## config.mk

```make
export PLATFORM = sky130hd
export DESIGN_NAME = fp_mul_iter
export DESIGN_NICKNAME = d
export VERILOG_FILES = /design/src/rtl/fp_mul_iter.sv
export SDC_FILE = /design/constraint.sdc
export NUM_CORES = 1
export LEC_CHECK = 0
export ABC_AREA = 1
export BUFFER_PORTS_ARGS = -buffer_cell sky130_fd_sc_hd__buf_2
export CAP_MARGIN = 10
export CORE_ASPECT_RATIO = 1.75
export CORE_MARGIN = 1.5
export CORE_UTILIZATION = 56
export CTS_BUF_LIST = sky130_fd_sc_hd__clkbuf_2
export DETAILED_ROUTE_END_ITERATION = 10
export HOLD_SLACK_MARGIN = 0.15
export PLACE_DENSITY_LB_ADDON = 0.15
export SYNTH_ARGS = -nofsm -noshare
export SYNTH_HDL_FRONTEND = slang
export SYNTH_SLANG_ARGS = --single-unit
export TNS_END_PERCENT = 10
```

## constraint.sdc

```tcl
create_clock -name clk -period 5.54 [get_ports clk]
set_input_delay 0.554 -clock clk [delete_from_list [all_inputs] [get_ports clk]]
set_output_delay 0.554 -clock clk [all_outputs]
set_load 0.05 [all_outputs]
```

## src/rtl/fp_mul_iter.sv

```systemverilog
// fp_mul_iter: iterative IEEE-754-style floating-point multiplier.
// One RTL serves binary32 (EXP_W=8, MAN_W=23) and binary64 (EXP_W=11, MAN_W=52).
// The mantissa product is built by a shift-add loop, one multiplier bit per
// cycle. Subnormal inputs are flushed to zero. Results that overflow saturate
// to signed Inf, and results that underflow flush to signed zero.
// Optional macro FP_MUL_RNE_EN: when defined, rounding is round-to-nearest-even.
// When it is undefined, results are truncated (round toward zero). Latency is
// the same in both builds.
module fp_mul_iter #(
    parameter int EXP_W = 8,
    parameter int MAN_W = 23
) (
    input  logic                   clk,
    input  logic                   rst,
    input  logic                   in_valid,
    output logic                   in_ready,
    input  logic [EXP_W+MAN_W:0]   a,
    input  logic [EXP_W+MAN_W:0]   b,
    output logic                   out_valid,
    input  logic                   out_ready,
    output logic [EXP_W+MAN_W:0]   result,
    output logic                   overflow,
    output logic                   underflow
);

    localparam int W     = 1 + EXP_W + MAN_W;
    localparam int M     = MAN_W + 1;          // significand width incl. hidden bit
    localparam int P_W   = 2 * M;              // full product width
    localparam int CNT_W = $clog2(M);

    localparam logic signed [EXP_W+1:0] BIAS_S    = (EXP_W+2)'((1 << (EXP_W-1)) - 1);
    localparam logic signed [EXP_W+1:0] EXP_INF_S = (EXP_W+2)'((1 << EXP_W) - 1);
    localparam logic signed [EXP_W+1:0] ONE_S     = (EXP_W+2)'(1);
    localparam logic signed [EXP_W+1:0] ZERO_S    = (EXP_W+2)'(0);

    localparam logic [W-1:0] QNAN = {1'b0, {EXP_W{1'b1}}, 1'b1, {(MAN_W-1){1'b0}}};

    localparam logic [2:0] S_IDLE  = 3'd0;
    localparam logic [2:0] S_CHECK = 3'd1;
    localparam logic [2:0] S_MUL   = 3'd2;
    localparam logic [2:0] S_NORM  = 3'd3;
    localparam logic [2:0] S_DONE  = 3'd4;

    logic [2:0]       r_state;
    logic [W-1:0]     r_a;
    logic [W-1:0]     r_b;
    logic [M-1:0]     r_mplier;
    logic [P_W-1:0]   r_acc;
    logic [CNT_W-1:0] r_cnt;
    logic             r_special;
    logic             r_in_ready;
    logic             r_out_valid;
    logic [W-1:0]     r_result;
    logic             r_ovf;
    logic             r_unf;

    // Operand field decode (operands are held in r_a/r_b after accept)
    logic [EXP_W-1:0] w_a_exp, w_b_exp;
    logic [MAN_W-1:0] w_a_frac, w_b_frac;
    logic             w_a_zero, w_b_zero, w_a_inf, w_b_inf, w_a_nan, w_b_nan;
    logic             w_sign;

    assign w_a_exp  = r_a[W-2:MAN_W];
    assign w_b_exp  = r_b[W-2:MAN_W];
    assign w_a_frac = r_a[MAN_W-1:0];
    assign w_b_frac = r_b[MAN_W-1:0];
    assign w_a_zero = (w_a_exp == {EXP_W{1'b0}});
    assign w_b_zero = (w_b_exp == {EXP_W{1'b0}});
    assign w_a_inf  = (&w_a_exp) & ~(|w_a_frac);
    assign w_b_inf  = (&w_b_exp) & ~(|w_b_frac);
    assign w_a_nan  = (&w_a_exp) & (|w_a_frac);
    assign w_b_nan  = (&w_b_exp) & (|w_b_frac);
    assign w_sign   = r_a[W-1] ^ r_b[W-1];

    // Special-value classification: NaN, Inf and zero short-circuit the multiply
    logic         w_is_special;
    logic [W-1:0] w_spec_val;

    // Pick the special result (if any) for the latched operands
    always_comb begin
        w_is_special = 1'b1;
        w_spec_val   = {W{1'b0}};
        if (w_a_nan | w_b_nan | (w_a_zero & w_b_inf) | (w_a_inf & w_b_zero)) begin
            w_spec_val = QNAN;
        end else if (w_a_inf | w_b_inf) begin
            w_spec_val = {w_sign, {EXP_W{1'b1}}, {MAN_W{1'b0}}};
        end else if (w_a_zero | w_b_zero) begin
            w_spec_val = {w_sign, {(W-1){1'b0}}};
        end else begin
            w_is_special = 1'b0;
        end
    end

    // Shift-add step: add the multiplicand into the upper half when the bit is set
    logic [M-1:0] w_mcand;
    logic [M:0]   w_sum;

    assign w_mcand = {1'b1, w_a_frac};
    assign w_sum   = {1'b0, r_acc[P_W-1:M]} + (r_mplier[0] ? {1'b0, w_mcand} : {(M+1){1'b0}});

    // Normalisation: product lies in [1,4), so at most a one-bit right shift
    logic [MAN_W-1:0] w_frac_sel;
    logic             w_guard;
    logic             w_sticky;

    // Select the kept fraction plus guard/sticky depending on the product MSB
    always_comb begin
        w_frac_sel = {MAN_W{1'b0}};
        w_guard    = 1'b0;
        w_sticky   = 1'b0;
        if (r_acc[P_W-1]) begin
            w_frac_sel = r_acc[P_W-2:M];
            w_guard    = r_acc[M-1];
            w_sticky   = |r_acc[M-2:0];
        end else begin
            w_frac_sel = r_acc[P_W-3:M-1];
            w_guard    = r_acc[M-2];
            w_sticky   = |r_acc[M-3:0];
        end
    end

    logic w_round_up;
`ifdef FP_MUL_RNE_EN
    assign w_round_up = w_guard & (w_sticky | w_frac_sel[0]);
`else
    // Truncation: guard/sticky are computed but can never cause a round-up
    assign w_round_up = 1'b0 & w_guard & w_sticky;
`endif

    // Fraction overflow from rounding (1.11..1 + ulp) carries into the exponent;
    // the low fraction bits are then all zero, as required.
    logic [MAN_W:0]            w_frac_rnd;
    logic signed [EXP_W+1:0]   w_exp_raw;
    logic signed [EXP_W+1:0]   w_exp_norm;
    logic signed [EXP_W+1:0]   w_exp_fin;

    assign w_frac_rnd = {1'b0, w_frac_sel} + {{MAN_W{1'b0}}, w_round_up};
    assign w_exp_raw  = $signed({2'b00, w_a_exp}) + $signed({2'b00, w_b_exp}) - BIAS_S;
    assign w_exp_norm = w_exp_raw + (r_acc[P_W-1] ? ONE_S : ZERO_S);
    assign w_exp_fin  = w_exp_norm + (w_frac_rnd[MAN_W] ? ONE_S : ZERO_S);

    logic [W-1:0] w_norm_result;
    logic         w_ovf;
    logic         w_unf;

    // Range check: saturate to Inf or flush to zero outside the normal range
    always_comb begin
        w_ovf         = 1'b0;
        w_unf         = 1'b0;
        w_norm_result = {w_sign, w_exp_fin[EXP_W-1:0], w_frac_rnd[MAN_W-1:0]};
        if (w_exp_fin >= EXP_INF_S) begin
            w_norm_result = {w_sign, {EXP_W{1'b1}}, {MAN_W{1'b0}}};
            w_ovf         = 1'b1;
        end else if (w_exp_fin <= ZERO_S) begin
            w_norm_result = {w_sign, {(W-1){1'b0}}};
            w_unf         = 1'b1;
        end else begin
            w_ovf         = 1'b0;
            w_unf         = 1'b0;
        end
    end

    // Control FSM and datapath registers. Special results ride through the
    // NORM slot untouched so they leave two cycles after accept.
    always_ff @(posedge clk or negedge rst) begin
        if (!rst) begin
            r_state     <= S_IDLE;
            r_a         <= {W{1'b0}};
            r_b         <= {W{1'b0}};
            r_mplier    <= {M{1'b0}};
            r_acc       <= {P_W{1'b0}};
            r_cnt       <= {CNT_W{1'b0}};
            r_special   <= 1'b0;
            r_in_ready  <= 1'b1;
            r_out_valid <= 1'b0;
            r_result    <= {W{1'b0}};
            r_ovf       <= 1'b0;
            r_unf       <= 1'b0;
        end else begin
            case (r_state)
                S_IDLE: begin
                    if (in_valid) begin
                        r_a        <= a;
                        r_b        <= b;
                        r_ovf      <= 1'b0;
                        r_unf      <= 1'b0;
                        r_in_ready <= 1'b0;
                        r_state    <= S_CHECK;
                    end else begin
                        r_state    <= S_IDLE;
                    end
                end
                S_CHECK: begin
                    if (w_is_special) begin
                        r_special <= 1'b1;
                        r_result  <= w_spec_val;
                        r_state   <= S_NORM;
                    end else begin
                        r_special <= 1'b0;
                        r_acc     <= {P_W{1'b0}};
                        r_mplier  <= {1'b1, w_b_frac};
                        r_cnt     <= {CNT_W{1'b0}};
                        r_state   <= S_MUL;
                    end
                end
                S_MUL: begin
                    r_acc    <= {w_sum, r_acc[M-1:1]};
                    r_mplier <= {1'b0, r_mplier[M-1:1]};
                    if (r_cnt == CNT_W'(M - 1)) begin
                        r_state <= S_NORM;
                    end else begin
                        r_cnt   <= r_cnt + {{(CNT_W-1){1'b0}}, 1'b1};
                    end
                end
                S_NORM: begin
                    if (!r_special) begin
                        r_result <= w_norm_result;
                        r_ovf    <= w_ovf;
                        r_unf    <= w_unf;
                    end else begin
                        r_ovf    <= 1'b0;
                        r_unf    <= 1'b0;
                    end
                    r_out_valid <= 1'b1;
                    r_state     <= S_DONE;
                end
                S_DONE: begin
                    if (out_ready) begin
                        r_out_valid <= 1'b0;
                        r_in_ready  <= 1'b1;
                        r_state     <= S_IDLE;
                    end else begin
                        r_state     <= S_DONE;
                    end
                end
                default: begin
                    r_out_valid <= 1'b0;
                    r_in_ready  <= 1'b1;
                    r_state     <= S_IDLE;
                end
            endcase
        end
    end

    assign in_ready  = r_in_ready;
    assign out_valid = r_out_valid;
    assign result    = r_result;
    assign overflow  = r_ovf;
    assign underflow = r_unf;

endmodule

```

==> impl_metrics.json, run 1 <==
{
  "async_flop_share_pct": 100,
  "slew_viol_final": 0,
  "seqPwrFrac_pct": 33.2,
  "leakagePower_uw": 0.00549,
  "max_freq_mhz": 286,
  "cts_root_buffer": "clkbuf_2",
  "cts_num_sinks": 158,
  "avgSynthCellArea_um2": 7.56,
  "final.setup_skew_ns": 0.0722,
  "cts_resized": 0,
  "cts_made_buffers": 17,
  "clk_pin_slew_ns": 0.26,
  "outcome": "complete, no violations",
  "synth_common_cells": "nand2_1 (380), dfrtp_1 (157), nor2_1 (124), inv_1 (98)",
  "gr-usage-all-layers_pct": 28.9,
  "port_buffers": 103,
  "start_util_pct": 57.3,
  "syn_nets": 1271,
  "criticalPathCategory": "reg -> reg",
  "max_slew_margin_pct": 37.9,
  "yosys_warnings": 0,
  "p_per_area_nw_per_um2": 601,
  "synthDominantCellAreaShare_pct": 44.8,
  "tightest_slew_ns": 0.931,
  "fin_cells": 1512,
  "yosysSeqAreaShare_pct": 45.1,
  "drc": 0,
  "synth_most_common_cell": "nand2_1",
  "yosys.area.top_type": "dfrtp_1",
  "synthTopCellsByArea": "dfrtp_1 (45%), nand2_1 (16%), ha_1 (5.8%)",
  "fin_nets": 1423,
  "comb_power_share_pct": 55.8,
  "finalCritPeriodShare_pct": 63.1,
  "cts_tree": "yes",
  "vias_per_cell": 5.46,
  "grt_max_degree": 105,
  "fp.coreArea_um2": 15300,
  "start_kind": "flip-flop",
  "end_kind": "flip-flop",
  "drive_gt1_share_pct": 12.0,
  "io_pins": 104,
  "arrival_ns": 4.17,
  "die_area_um2": 16500,
  "finalSetupTns_ns": 0,
  "wl_um": 23500,
  "gp_congestion": 0.908,
  "cts_hold_buffers": 66,
  "grt_pass1_vias": 7990,
  "setup-violations-final": 0,
  "drt_iter0_drc": 416,
  "rsz0062_at_grt": "no",
  "clkPwrFrac_pct": 11.0,
  "cts_setup_buffers": 0,
  "synth_edf_count": 0,
  "dr_total_vias": 8260,
  "synth_cell_types": 41,
  "fp.dieW_um": 97.6,
  "ant_nets": 0,
  "synthesis.area_um2": 8770,
  "nFillCells": 1365,
  "hpwl_um": 16500,
  "overflow": 0,
  "grt_pass1_wl_um": 37800,
  "vdd_drop_max_mv": 0.359,
  "period_minus_slack_ns": 3.50,
  "htree_levels": 4,
  "power.internal_uw": 2980,
  "power_switching_uw": 3220,
  "power_uw": 6190,
  "synth_ff_type": "dfrtp_1",
  "rows": 60,
  "holdCritPathClass": "in -> async",
  "fp.dieH_um": 169,
  "antenna_found_initial": 1,
  "drt-pass1-iter-count": 5,
  "crit_fanout": 42,
  "crit_required_ns": 6.21,
  "synth-seq-cells": 158,
  "dpl.cell_count": 1413,
  "finalHoldViolCount": 0,
  "area_growth_pct": 17.4,
  "p_sw_share_pct": 52.0,
  "wl_per_cell_um": 15.5,
  "netlist_instances": 1160,
  "cts_buffer_depth": 2,
  "cap_viol_max_count": 0,
  "clkLatencyLatePin_ns": 0.76
}
[power groups by stage]
| stage | Clock (uW) | Combinational, uW | Sequential (uW) |
|---|---|---|---|
| finish | 679 | 3460 | 2060 |
| global route | 734 | 3910 | 2110 |
| CTS | 687 | 3460 | 2050 |
| detailed placement | 0 | 3410 | 2080 |
| global placement | 0 | 3350 | 2070 |
| floorplan | 0 | 2440 | 2220 |
[sequential cells by signal, indices dropped and copies added, names as in the netlist]
signal,cells
r_cnt,5
result,32
in_ready,1
r_state,3
r_a,32
r_mplier,24
underflow,1
overflow,1
r_special,1
r_acc,25
out_valid,1
r_b,32
[area by class of cell]
| type | instances | area (um2) | area share (%) |
|---|---|---|---|
| multi-input cells | 860 | 4250 | 41.3 |
| flip-flops and latches | 158 | 3960 | 38.4 |
| repair buffers | 174 | 1220 | 11.8 |
| inverters | 101 | 379 | 3.68 |
| well taps | 186 | 233 | 2.26 |
| clock inverters | 15 | 176 | 1.71 |
| clock buffers | 17 | 85.1 | 0.826 |
| diodes | 1 | 2.50 | 0.0243 |
[cells by family (layout without fill, tap and decap cells)]
| logic type | after synthesis | count (layout) | share of synthesized area [%] |
|---|---|---|---|
| adders and majority gates | 43 | 43 | 6.31 |
| muxes | 1 | 1 | 0.114 |
| buffers and inverters | 142 | 307 | 6.50 |
| AOI/OAI and AO/OA | 183 | 183 | 11.5 |
| and+or+nand+nor | 620 | 620 | 29.2 |
| xor gates and xnor gates | 13 | 13 | 1.30 |
| DFF | 158 | 158 | 45.1 |
| other | 0 | 1 | 0 |
[metrics by stage]
step	hold WS, ns	util, %	setup slack (ns)	area, um2
after floorplan	0.258	-	2.93	8770
after global placement	0.454	61.2	2.16	9380
after detailed placement	0.455	61.2	2.09	9380
after CTS	0.415	67.2	2.06	10300
after global routing	0.418	67.3	1.70	10300
final	0.421	67.3	2.04	10300
[cell usage in the layout, fill, tap and decap left out, types with 7 or more instances in the layout]
cell,netlist,layout
nand2_1,380,380
inv_1,98,98
nor2_1,124,124
o21ai_1,12,12
a21oi_1,65,65
xnor2_1,7,7
ha_1,41,41
o21ai_0,63,63
nand3_1,65,64
o22ai_1,31,31
dlygate4sd3_1,0,66
clkbuf_2,0,17
dfrtp_1,157,157
nand4_1,25,25
buf_2,9,102
[critical path, stage by stage (launching register included)]
cell and delay [ns]:
dfrtp_1 0.38, buf_4 0.32, inv_1 0.22, ha_1 0.32
inv_1 0.03, ha_1 0.19, fa_1 0.42, nand3_1 0.12
nand3_1 0.12, nand2_1 0.10, nand2_1 0.05, nand2_1 0.06
nand2_1 0.08, nand2_1 0.07, nor2_1 0.07, a21boi_4 0.47
nand3_2 0.24, o21ai_1 0.18
[per-layer routing]
layer / vias up / share of wire, % / global-route usage [%]
li1: 4086 / - / -
met1: 3911 / 37 / 31.6
met2: 196 / 55 / 53.7
met3: 67 / 2.9 / 4.58
met4: 0 / 4.9 / 14.0
met5: - / 0 / 0
[path summary, 6_finish.rpt]
check | startpoint | end | slack, ns | cells past startpoint
min reg2reg | in_ready | in_ready | 0.48 | 2
max | r_acc[47] | result[20] | 2.04 | 17
min in group clk | in_valid | r_b[11] | 0.45 | 5
max in group asynchronous | rst | r_a[22] | 3.80 | 3
max reg2reg | r_acc[47] | result[20] | 2.04 | 17
min | rst | result[11] | 0.42 | 2
Power figures use the tool's default switching activity.
==> run 2: changes to the inputs <==
Settings changed: CORE_UTILIZATION 56 to 55.
Clock period 5.54 ns to 3.2 ns, I/O delays scaled along.
==> impl_metrics.json, run 2 (same netlist as run 1, synthesis figures left out) <==
{
  "gr-usage-all-layers_pct": 29.1,
  "setup-violations-final": 0,
  "port_buffers": 103,
  "dr_total_vias": 8374,
  "drt_iter0_drc": 424,
  "arrival_ns": 3.51,
  "nFillCells": 1356,
  "cts_setup_buffers": 0,
  "overflow": 0,
  "drc": 0,
  "crit_required_ns": 3.88,
  "period_minus_slack_ns": 2.83,
  "clkLatencyLatePin_ns": 0.76,
  "leakagePower_uw": 0.00554,
  "slew_viol_final": 0,
  "cts_tree": "yes",
  "cap_viol_max_count": 0,
  "end_kind": "flip-flop",
  "wl_um": 23900,
  "crit_fanout": 13,
  "drive_gt1_share_pct": 12.5,
  "fp.dieH_um": 170,
  "hold_ws_ns": 0.270,
  "hpwl_um": 16600,
  "start_util_pct": 56.7,
  "p_per_area_nw_per_um2": 1040,
  "grt_pass1_vias": 8060,
  "antenna_found_initial": 1,
  "vias_per_cell": 5.51,
  "final_common_cell": "nand2_1",
  "area_growth_pct": 18.5,
  "cts_made_buffers": 17,
  "holdCritPathClass": "in -> reg",
  "finalSetupTns_ns": 0,
  "max_slew_margin_pct": 27.0,
  "io_pins": 104,
  "finalCritPeriodShare_pct": 88.5,
  "gp_congestion": 0.948,
  "crit-reg2reg-launch": "r_acc[47]",
  "start_kind": "flip-flop",
  "vdd_drop_max_mv": 0.633,
  "rows": 60,
  "htree_levels": 4,
  "fp.dieW_um": 98.5,
  "max_freq_mhz": 353,
  "cts_num_sinks": 158,
  "grt_pass1_wl_um": 38600,
  "grt_max_degree": 91,
  "fin_nets": 1432,
  "outcome": "complete, no violations",
  "cts_root_buffer": "clkbuf_2",
  "layout_common_cells": "nand2_1 (380), dfrtp_1 (156), nor2_1 (124)",
  "final.setup_skew_ns": 0.0672,
  "wl_per_cell_um": 15.7,
  "drt-pass1-iter-count": 5,
  "clk_pin_slew_ns": 0.33,
  "finalHoldViolCount": 0,
  "rsz0062_at_grt": "no",
  "startpoint": "r_acc[47]",
  "criticalPathCategory": "reg -> reg",
  "cts_buffer_depth": 2,
  "die_area_um2": 16700,
  "ant_nets": 0,
  "fp.coreArea_um2": 15500,
  "holdCritStartpoint": "a[14]",
  "tightest_slew_ns": 1.09
}
==> run 2: changes by cell type in the layout (fill, tap and decap cells not counted), moves of 2 or more <==
cell and delta:
dlygate4sd3_1 +2, buf_12 +2, bufinv_16 -2, inv_8 +3, buf_4 +5, clkinvlp_4 -2, clkinv_8 +3
==> run 2: critical path: stages, from the launching register on <==
cell	delay, ns
dfrtp_1	0.43
inv_1	0.08
ha_1	0.27
inv_1	0.04
ha_1	0.20
fa_1	0.42
nand3_1	0.12
nand3_1	0.13
nand2_1	0.11
nand2_1	0.05
nand2_1	0.05
nand2_1	0.08
nand2_1	0.07
nor2_1	0.07
a21boi_4	0.25
buf_4	0.24
nand4_1	0.10
nand2_1	0.09
==> run 2: final timing paths <==
path                              end  slack (ns)  cells after the start
min reg2reg                  in_ready        0.50                      2
min                           r_a[14]        0.27                      4
max                         result[7]        0.37                     17
max reg2reg                 result[7]        0.37                     17
max in group asynchronous  result[19]        1.50                      4
min in group asynchronous  result[18]        0.70                      3
==> run 2: per-layer routing <==
metal / GRT usage, % / vias up / wire length, um
met5: 0 / - / 0
met4: 15.4 / 0 / 1190
met3: 3.90 / 76 / 803
met2: 53.4 / 247 / 13000
met1: 32.4 / 3938 / 8910
li1: - / 4113 / -
==> run 2: cell type report <==
| type | instances | area [um2] | area share (%) |
|---|---|---|---|
| timing repair buffer | 183 | 1320 | 12.7 |
| inverter | 101 | 379 | 3.65 |
| tap | 186 | 233 | 2.24 |
| multi-input combinational | 860 | 4250 | 40.9 |
| sequential | 158 | 3960 | 38.1 |
| clock inverter | 15 | 166 | 1.60 |
| antenna | 1 | 2.50 | 0.0241 |
| clock buffer | 17 | 85.1 | 0.819 |
==> run 2: timing repair <==
item / 4_1_cts / 5_1_grt
endpoints found under the hold margin: 214 / 0
gates resized for setup: 0 / 1
endpoints found under the setup margin: 0 / 1
hold buffers: 68 / 0
==> run 2: per-stage QoR <==
step	cell area, um2	worst slack [ns]	utilization, %	instances	power (uW)
2_1_floorplan	8770	0.587	-	1160	8080
3_3_place_gp	9450	0.459	61.1	1420	9460
3_5_place_dp	9450	0.415	61.1	1420	9580
4_1_cts	10400	0.373	67.2	1520	10800
5_1_grt	10400	0.110	67.2	1521	11800
6_report	10400	0.369	67.2	1521	10800
==> run 2: power breakdown <==
part / internal [uW] / switching, uW
sequential: 2840 / 735
clock: 266 / 880
combinational: 1990 / 4070
==> run 3: changes to the inputs <==
Settings changed: PLACE_DENSITY_LB_ADDON 0.15 to 0.05.
==> impl_metrics.json, run 3 (same netlist as run 1, synthesis figures left out) <==
{
  "cpMostUsedCell": "nand2_1",
  "critPathSlowestCell": "dfrtp_1",
  "arrival_ns": 3.54,
  "drc": 0,
  "slew_viol_final": 0,
  "use_met2_pct": 55.1,
  "finalHoldViolCount": 0,
  "grt_pass1_wl_um": 39700,
  "p_per_area_nw_per_um2": 1030,
  "cp_top_family": "simple AND/OR/NAND/NOR gates",
  "start_util_pct": 56.7,
  "criticalPathCategory": "reg -> reg",
  "crit_required_ns": 3.84,
  "nFillCells": 1334,
  "port_buffers": 103,
  "outcome": "complete, no violations",
  "drt-pass1-iter-count": 5,
  "critical_path.cell_chain": "inv_1 > ha_1 > inv_1 > ha_1 > fa_1 > xor2_1 > nand2_1 > nor2_1 > nand2_1 > nor2_1 > nand3_1 > nand2_2 > nand3_4 > nand2_1 > nand2_1 > a21oi_1",
  "rsz0062_at_grt": "no",
  "reg2reg_slack_ns": 0.30,
  "fp.dieW_um": 98.5,
  "ant_nets": 0,
  "grt_max_degree": 98,
  "gr-usage-all-layers_pct": 29.8,
  "fin_nets": 1442,
  "drive_gt1_share_pct": 12.6,
  "drt_iter0_drc": 383,
  "cts_root_buffer": "clkbuf_2",
  "cts_buffer_depth": 2,
  "cp_num_buf_inv": 2,
  "holdCritPathClass": "in -> async",
  "vias_per_cell": 5.48,
  "cts_setup_buffers": 0,
  "period_minus_slack_ns": 2.90,
  "wl_per_cell_um": 15.9,
  "leakagePower_uw": 0.00556,
  "hpwl_um": 16800,
  "max_slew_margin_pct": 37.4,
  "rows": 60,
  "wl_um": 24400,
  "dr_total_vias": 8385,
  "overflow": 0,
  "gp_congestion": 0.895,
  "clk_pin_slew_ns": 0.31,
  "postLayoutCellArea_um2": 10500,
  "final_common_cell": "nand2_1",
  "fp.coreArea_um2": 15500,
  "end_kind": "flip-flop",
  "final.setup_skew_ns": 0.0616,
  "finalSetupTns_ns": 0,
  "cts_tree": "yes",
  "clkLatencyLatePin_ns": 0.75,
  "cts_made_buffers": 17,
  "tightest_slew_ns": 0.940,
  "layout_common_cells": "nand2_1 (380), dfrtp_1 (157), nor2_1 (123)",
  "place_area_um2": 9480,
  "grt_util_met1_pct": 32.1,
  "area_growth_pct": 19.7,
  "setup-violations-final": 0,
  "fp.dieH_um": 170,
  "crit_fanout": 23,
  "critPathMaxStageDelay_ns": 0.42,
  "busiest_layer": "met2",
  "io_pins": 104,
  "max_freq_mhz": 345,
  "antenna_found_initial": 1,
  "cap_viol_max_count": 0,
  "start_kind": "flip-flop",
  "cts_num_sinks": 158,
  "grt_pass1_vias": 8368,
  "die_area_um2": 16700,
  "vdd_drop_max_mv": 0.665,
  "grtUsageMet3_pct": 4.19,
  "finalCritPeriodShare_pct": 90.6,
  "htree_levels": 4
}
[run 3: changes by cell type in the layout (fill, tap and decap cells not counted), sizes merged]
cell | before | now
buf | 115 | 117
clkinv | 6 | 5
clkinvlp | 0 | 2
dlygate4sd3 | 68 | 76
inv | 110 | 109
[run 3: metal layers]
metal	share of wire, %	wire, um
met1	37	9040
met2	54	13200
met3	3.4	822
met4	5.3	1290
met5	0	0
[run 3: power by group]
group | total (uW) | switching [uW] | leakage, uW | internal [uW]
combinational | 6180 | 4120 | 0.00343 | 2070
clock | 1150 | 885 | 0.000146 | 264
sequential | 3530 | 694 | 0.00199 | 2840
[run 3: area by class of cell]
cell class	count	area [um2]	area share [%]
Multi-Input combinational cell	860	4250	40.5
Sequential cell	158	3960	37.7
Timing Repair Buffer	193	1430	13.6
Inverter	101	379	3.61
Tap cell	186	233	2.22
Clock inverter	15	168	1.60
Clock buffer	17	85.1	0.810
Antenna cell	1	2.50	0.0238
[run 3: stage by stage]
stage,cells,setup slack [ns],utilization (%),power [uW],hold WS (ns)
2_1_floorplan,1160,0.587,-,8080,0.0244
3_3_place_gp,1422,0.411,61.3,9520,0.448
3_5_place_dp,1422,0.339,61.3,9610,0.460
4_1_cts,1530,0.299,67.9,10900,0.152
5_1_grt,1531,0.0403,67.9,11900,0.197
6_report,1531,0.300,67.9,10900,0.170
[run 3: final timing paths]
kind                                start     endpoint  cells after the start
max in group asynchronous             rst  r_mplier[1]                      3
worst max-delay path            r_acc[47]   result[24]                     16
min in group clk                 in_valid      r_b[11]                      6
worst min register to register   in_ready     in_ready                      2
worst max register to register  r_acc[47]   result[24]                     16
worst min-delay path                  rst    r_acc[38]                      2
[run 3: timing repair]
item                                   4_1_cts  5_1_grt
gates resized for setup                      0        1
endpoints found under the hold margin      177        0
setup endpoints to repair                    0        2
hold buffers                                76        0
